<file path="config.mk">
export PLATFORM = sky130hd
export DESIGN_NAME = riscv_mmu_arb
export DESIGN_NICKNAME = d
export VERILOG_FILES = /design/src/rtl/biu_constants_pkg.sv /design/src/rtl/riscv_mmu_arb_pkg.sv /design/src/rtl/riscv_mmu_arb_rr.sv /design/src/rtl/riscv_mmu_arb.sv
export SDC_FILE = /design/constraint.sdc
export NUM_CORES = 1
export LEC_CHECK = 0
export BUFFER_PORTS_ARGS = -buffer_cell sky130_fd_sc_hd__clkbuf_2
export CAP_MARGIN = 25
export CORE_MARGIN = 3
export CORE_UTILIZATION = 44
export DETAILED_ROUTE_END_ITERATION = 10
export GPL_TIMING_DRIVEN = 0
export PLACE_DENSITY = 0.81
export SLEW_MARGIN = 20
export SYNTH_ARGS = -nofsm -noshare
export SYNTH_HDL_FRONTEND = slang
export SYNTH_SLANG_ARGS = --single-unit
</file>
<file path="constraint.sdc">
create_clock -name clk_i -period 2.18 [get_ports clk_i]
set_clock_uncertainty 0.15 [all_clocks]
set_input_delay 0.436 -clock clk_i [delete_from_list [all_inputs] [get_ports clk_i]]
set_output_delay 0.436 -clock clk_i [all_outputs]
set_load 0.005 [all_outputs]
</file>
<file path="src/rtl/biu_constants_pkg.sv">
// Bus-interface constants shared across the memory path.
package biu_constants_pkg;

  typedef enum logic [2:0] {
    BYTE  = 3'b000,
    HWORD = 3'b001,
    WORD  = 3'b010,
    DWORD = 3'b011,
    QWORD = 3'b100
  } biu_size_t;

endpackage

</file>
<file path="src/rtl/riscv_mmu_arb_pkg.sv">
// Helpers for the MMU request arbiter.
package riscv_mmu_arb_pkg;

  // Physical address width that pairs with a given virtual address width.
  function automatic int plen_for(input int xlen);
    return (xlen == 32) ? 34 : 56;
  endfunction

endpackage

</file>
<file path="src/rtl/riscv_mmu_arb_rr.sv">
// Combinational two-way round-robin picker; a tie goes to the requester that did not win last.
module riscv_rr_arb2 (
  input  logic [1:0] i_req,
  input  logic       i_last,
  output logic       o_winner,
  output logic       o_valid
);

  always_comb begin
    o_valid = |i_req;
    case (i_req)
      2'b01:   o_winner = 1'b0;
      2'b10:   o_winner = 1'b1;
      2'b11:   o_winner = ~i_last;
      default: o_winner = 1'b0;
    endcase
  end

endmodule

</file>
<file path="src/rtl/riscv_mmu_arb.sv">
// Two-requester round-robin arbiter in front of the shared translation/memory port.
// Handshake: req_i[i] and its attributes stay stable until ack_o[i]; req_o holds until ack_i.
module riscv_mmu_arb
  import riscv_mmu_arb_pkg::*;
  import biu_constants_pkg::*;
#(
  parameter int XLEN = 32,
  parameter int PLEN = plen_for(XLEN)
) (
  input  logic            clk_i,
  input  logic            rst_ni,
  input  logic            flush_i,
  input  logic [1:0]      req_i,
  input  logic [XLEN-1:0] adr0_i,
  input  logic [XLEN-1:0] adr1_i,
  input  biu_size_t       size0_i,
  input  biu_size_t       size1_i,
  input  logic            lock0_i,
  input  logic            lock1_i,
  input  logic            we0_i,
  input  logic            we1_i,
  output logic [1:0]      ack_o,
  output logic            req_o,
  output logic [PLEN-1:0] adr_o,
  output biu_size_t       size_o,
  output logic            lock_o,
  output logic            we_o,
  input  logic            ack_i,
  output logic            gnt_o,
  output logic            busy_o
);

  localparam logic [1:0] ST_IDLE   = 2'd0;
  localparam logic [1:0] ST_BUSY   = 2'd1;
  localparam logic [1:0] ST_LOCKED = 2'd2;

  logic [1:0]      r_state;
  logic            r_req;
  logic [PLEN-1:0] r_adr;
  biu_size_t       r_size;
  logic            r_lock;
  logic            r_we;
  logic            r_gnt;
  logic            r_last;

  logic            w_winner;
  logic            w_valid;
  logic [PLEN-1:0] w_adr0;
  logic [PLEN-1:0] w_adr1;
  logic [1:0]      w_next_state;
  logic            w_issue;
  logic            w_issue_idx;
  logic            w_update_last;
  logic            w_req_gnt;
  logic            w_lock_gnt;

  riscv_rr_arb2 u_rr (
    .i_req    (req_i),
    .i_last   (r_last),
    .o_winner (w_winner),
    .o_valid  (w_valid)
  );

  generate
    if (XLEN == 32) begin : g_zext
      assign w_adr0 = {{(PLEN-XLEN){1'b0}}, adr0_i};
      assign w_adr1 = {{(PLEN-XLEN){1'b0}}, adr1_i};
    end else begin : g_trunc
      assign w_adr0 = adr0_i[PLEN-1:0];
      assign w_adr1 = adr1_i[PLEN-1:0];
    end
  endgenerate

  assign w_req_gnt  = r_gnt ? req_i[1] : req_i[0];
  assign w_lock_gnt = r_gnt ? lock1_i : lock0_i;

  // BUSY ignores flush so an issued transaction always runs to its ack.
  always_comb begin
    w_next_state  = r_state;
    w_issue       = 1'b0;
    w_issue_idx   = r_gnt;
    w_update_last = 1'b0;
    case (r_state)
      ST_IDLE: begin
        if (!flush_i && w_valid) begin
          w_issue       = 1'b1;
          w_issue_idx   = w_winner;
          w_update_last = 1'b1;
          w_next_state  = ST_BUSY;
        end
      end
      ST_BUSY: begin
        if (ack_i) w_next_state = r_lock ? ST_LOCKED : ST_IDLE;
      end
      ST_LOCKED: begin
        if (flush_i) begin
          w_next_state = ST_IDLE;
        end else if (w_req_gnt) begin
          w_issue      = 1'b1;
          w_next_state = ST_BUSY;
        end else if (!w_lock_gnt) begin
          w_next_state = ST_IDLE;
        end
      end
      default: w_next_state = ST_IDLE;
    endcase
  end

  always_ff @(posedge clk_i or negedge rst_ni) begin
    if (!rst_ni) begin
      r_state <= ST_IDLE;
      r_req   <= 1'b0;
      r_adr   <= '0;
      r_size  <= BYTE;
      r_lock  <= 1'b0;
      r_we    <= 1'b0;
      r_gnt   <= 1'b0;
      r_last  <= 1'b1;
    end else begin
      r_state <= w_next_state;
      if (w_issue) begin
        r_req  <= 1'b1;
        r_gnt  <= w_issue_idx;
        r_adr  <= w_issue_idx ? w_adr1  : w_adr0;
        r_size <= w_issue_idx ? size1_i : size0_i;
        r_lock <= w_issue_idx ? lock1_i : lock0_i;
        r_we   <= w_issue_idx ? we1_i   : we0_i;
      end else if (r_state == ST_BUSY && ack_i) begin
        r_req <= 1'b0;
      end
      if (w_update_last) r_last <= w_winner;
    end
  end

  assign ack_o  = (r_state == ST_BUSY && ack_i) ? (r_gnt ? 2'b10 : 2'b01) : 2'b00;
  assign req_o  = r_req;
  assign adr_o  = r_adr;
  assign size_o = r_size;
  assign lock_o = r_lock;
  assign we_o   = r_we;
  assign gnt_o  = r_gnt;
  assign busy_o = (r_state != ST_IDLE);

endmodule

</file>
==> key figures <==
Run status
  – Outcome: finished, violations left
  – Failing checks: negative hold slack

Power
  – Maximum vdd drop: roughly 0.00054 V
  – PwrDens: approximately 1300 nW/um^2
  – Leak: about 1.5 nW

Yosys
  – Syn Area/Cell: 11.0 sq um
  – YS warnings: 0
  – Flops & latches, synth: 42
  – Cells after Synth: between 150 and 200
  – Seq/Total Area, Yosys: roughly half
  – Netlist cell types: 29
  – Mapped cell area: ~2100 sq um

Die
  – Starting density of the core: a little under half
  – Die ar.: between 5000 and 6000 sq um
  – Row cnt: 24
  – Die width: ~75 microns
  – Die H: between 70 and 80 microns
  – # IOs: approximately 120
  – Core Area: between 4000 and 5000 sq um

Worst setup path
  – Crit path DAT: between 2 and 2.5 ns
  – Crit path max fanout: 7
  – CP Launch Type: register
  – Crit path buf inv count: 2
  – CP Capture Type: register
  – Req. time, crit path: around 2.2 ns
  – Crit-path slowest cell: or4b_4
  – CP max stage delay: between 0.5 and 0.6 ns
  – Crit path cell chain: or4b_4, o22ai_4, buf_6, buf_4, mux2i_1, a21oi_1
  – Type of the worst setup path: register to register
  – Delay-heaviest family, CP: simple AND/OR/NAND/NOR gates

Timing
  – RSZ-0062 raised after global routing: no
  – Hold Vio Cnt, Final: 21
  – Max-slew violations: 0
  – Final setup fails: 0
  – Fin crit share: roughly 93%
  – Tmin final: 2.04 ns
  – Fin Hold WS: -0.0167 ns
  – Slew headroom: a little over three fifths
  – Slew of the pin with the lowest slew margin: roughly 0.56 ns
  – Peak Freq: roughly 500 MHz

Clocking
  – Htree depth: 2
  – Hold buffer count at CTS: 0
  – Clock-pin slew on the worst setup and hold paths: ~0.08 ns
  – Clock Sinks: 42
  – Clock tree root buffer cell: clkbuf_8
  – CTS buffer count: 5
  – Clock Tree Buf Depth: 2
  – CTS tree: built
  – Latest clock arrival within the worst-skew pair: ~0.29 ns

Drt
  – Vias per std cell: about 5.0
  – Total Wirelength: between 5 and 6 mm
  – Antenna-violating nets left: 0
  – Routed vias: 1,879
  – DR iter-0 viols: just under 60
  – DR WL/cell: ~14 microns
  – DR pass1 iterations: 4
  – DRC violations left: 0

Finish
  – Fillcell total: approximately 380
  – Area delta synth->final: 40.1%
  – ANT cells: 0
  – Layout net count: 405
  – Post-layout util: 65.8%
  – Layout cell share with drive strength beyond 1: between 50% and 60%
  – Post-layout instance area: roughly 3000 sq um

Global route
  – Initial antenna violation count: 0
  – First-pass GRT wire length: about 7.8 mm
  – Grt ovf: 0
  – GRT Resource Usage Total: ~18%
  – Vias in the first global route: 1,857
  – Largest net degree at the start of global routing: between 40 and 50

Placement
  – Routability cong.: approximately 0.76
  – IO buf count: ~120
  – Post-DP Area: 2790 sq um
  – Detailed placer's ending HPWL: 4.00 mm

Flow run
  – Max Cap Viol: 0

Min path
  – Hold Path Class: input port to asynchronous set/reset pin
-- stage by stage --
stage	total power, mW	hold slack [ns]	instances	setup slack, ns	setup TNS, ns
after floorplan	2.47	-0.00959	193	0.190	0
after global placement	3.09	0.311	366	-0.108	-1.70
after detailed placement	3.15	0.354	366	-0.133	-2.03
after CTS	3.73	0.201	376	0.0475	0
after global routing	4.01	0.0126	378	0.0196	0
final	3.71	-0.0167	378	0.144	0
-- worst reg2reg max path, stage by stage, from the launching register on --
cell and delay (ns):
dfrtp_2 0.46, or4b_4 0.52, o22ai_4 0.16, buf_6 0.17, buf_4 0.14, mux2i_1 0.22
a21oi_1 0.09
-- Yosys cell counts --
cell type | instances | area (sq um)
a2111oi_4 | 1 | 27.5
a21o_1 | 1 | 7.51
a21oi_1 | 18 | 90.1
a21oi_2 | 19 | 166
a32oi_1 | 1 | 8.76
buf_12 | 2 | 40.0
buf_2 | 3 | 15.0
buf_4 | 4 | 30.0
buf_6 | 1 | 11.3
clkbuf_1 | 3 | 11.3
clkbuf_4 | 1 | 7.51
conb_1 | 1 | 3.75
dfrtp_1 | 41 | 1030
dfstp_2 | 1 | 26.3
inv_1 | 3 | 11.3
inv_2 | 1 | 3.75
mux2_2 | 1 | 11.3
mux2i_1 | 38 | 380
nand2_1 | 1 | 3.75
nand3b_1 | 1 | 7.51
nor2_1 | 42 | 158
nor2b_1 | 1 | 6.26
nor3b_1 | 1 | 7.51
nor4b_1 | 1 | 8.76
o22ai_1 | 1 | 6.26
o22ai_2 | 1 | 12.5
or2_1 | 1 | 6.26
or2_2 | 1 | 6.26
or4b_4 | 1 | 13.8
-- metal layers --
| metal | GRT usage, % | share of wire [%] |
|---|---|---|
| met5 | 0 | 0 |
| met4 | 5.63 | 0.98 |
| met3 | 4.09 | 8.2 |
| met2 | 33.5 | 50 |
| met1 | 19.9 | 40 |
-- cells by family after synthesis --
kind of cell	after synthesis	synth area share, %
AND/OR/NAND/NOR	50	10.3
AO/OA/AOI/OAI	42	15.1
flip-flops	42	49.8
multiplexers	39	18.5
buffers and inverters	18	6.15
other	1	0.177
-- final timing paths --
kind | from | cells after the start | slack [ns] | end
worst max-delay path | r_state[0] | 6 | 0.14 | adr_o[4]
worst min-delay path | rst_ni | 1 | -0.02 | adr_o[13]
worst max register to register | r_state[0] | 6 | 0.14 | adr_o[4]
worst min register to register | adr_o[28] | 2 | 0.37 | adr_o[28]
max in group asynchronous | rst_ni | 2 | 1.40 | adr_o[31]
min in group clk_i | adr1_i[28] | 3 | 0.29 | adr_o[28]
-- area by class of cell --
cell class                 count  area (sq um)  area share (%)
clock buffer                   7          86.3            2.91
multi-input combinational    133           950            32.1
clock inverter                 1          5.00           0.169
inverter                       4          15.0           0.507
sequential                    42          1060            35.6
timing repair buffer         125           668            22.6
tap                           52          65.1            2.20
buffer                        14           118            3.97
-- sequential cells by signal, summed over array words and instances (netlist names), named ones only --
name and cells:
r_state 2, req_o 1, r_last 1, lock_o 1, we_o 1, adr_o 32, size_o 3
-- report_power, final --
part	total (mW)	internal (mW)	leakage, nW	switching [mW]
Clock	0.513	0.256	0.0482	0.257
Combinational	1.79	0.944	1.01	0.850
Sequential	1.40	1.17	0.458	0.234
Total	3.71	2.37	1.52	1.34
-- what timing repair did --
action | CTS | global route
pin swaps | 0 | 0
endpoints found under the setup margin | 3 | 25
hold endpoints to repair | 0 | 0
buffers inserted | 2 | 1
resized for setup | 0 | 7
cloned | 0 | 0
-- cells in the final DEF (no fill, tap or decap), types with 2 or more instances in the layout --
cell type,n
clkbuf_2,120
nor2_1,42
mux2i_1,38
dfrtp_1,38
a21oi_2,19
a21oi_1,18
buf_4,7
clkbuf_8,6
clkbuf_1,4
inv_1,3
buf_12,3
buf_2,3
dfrtp_2,3
conb_1,2
Power figures use the tool's default switching activity.
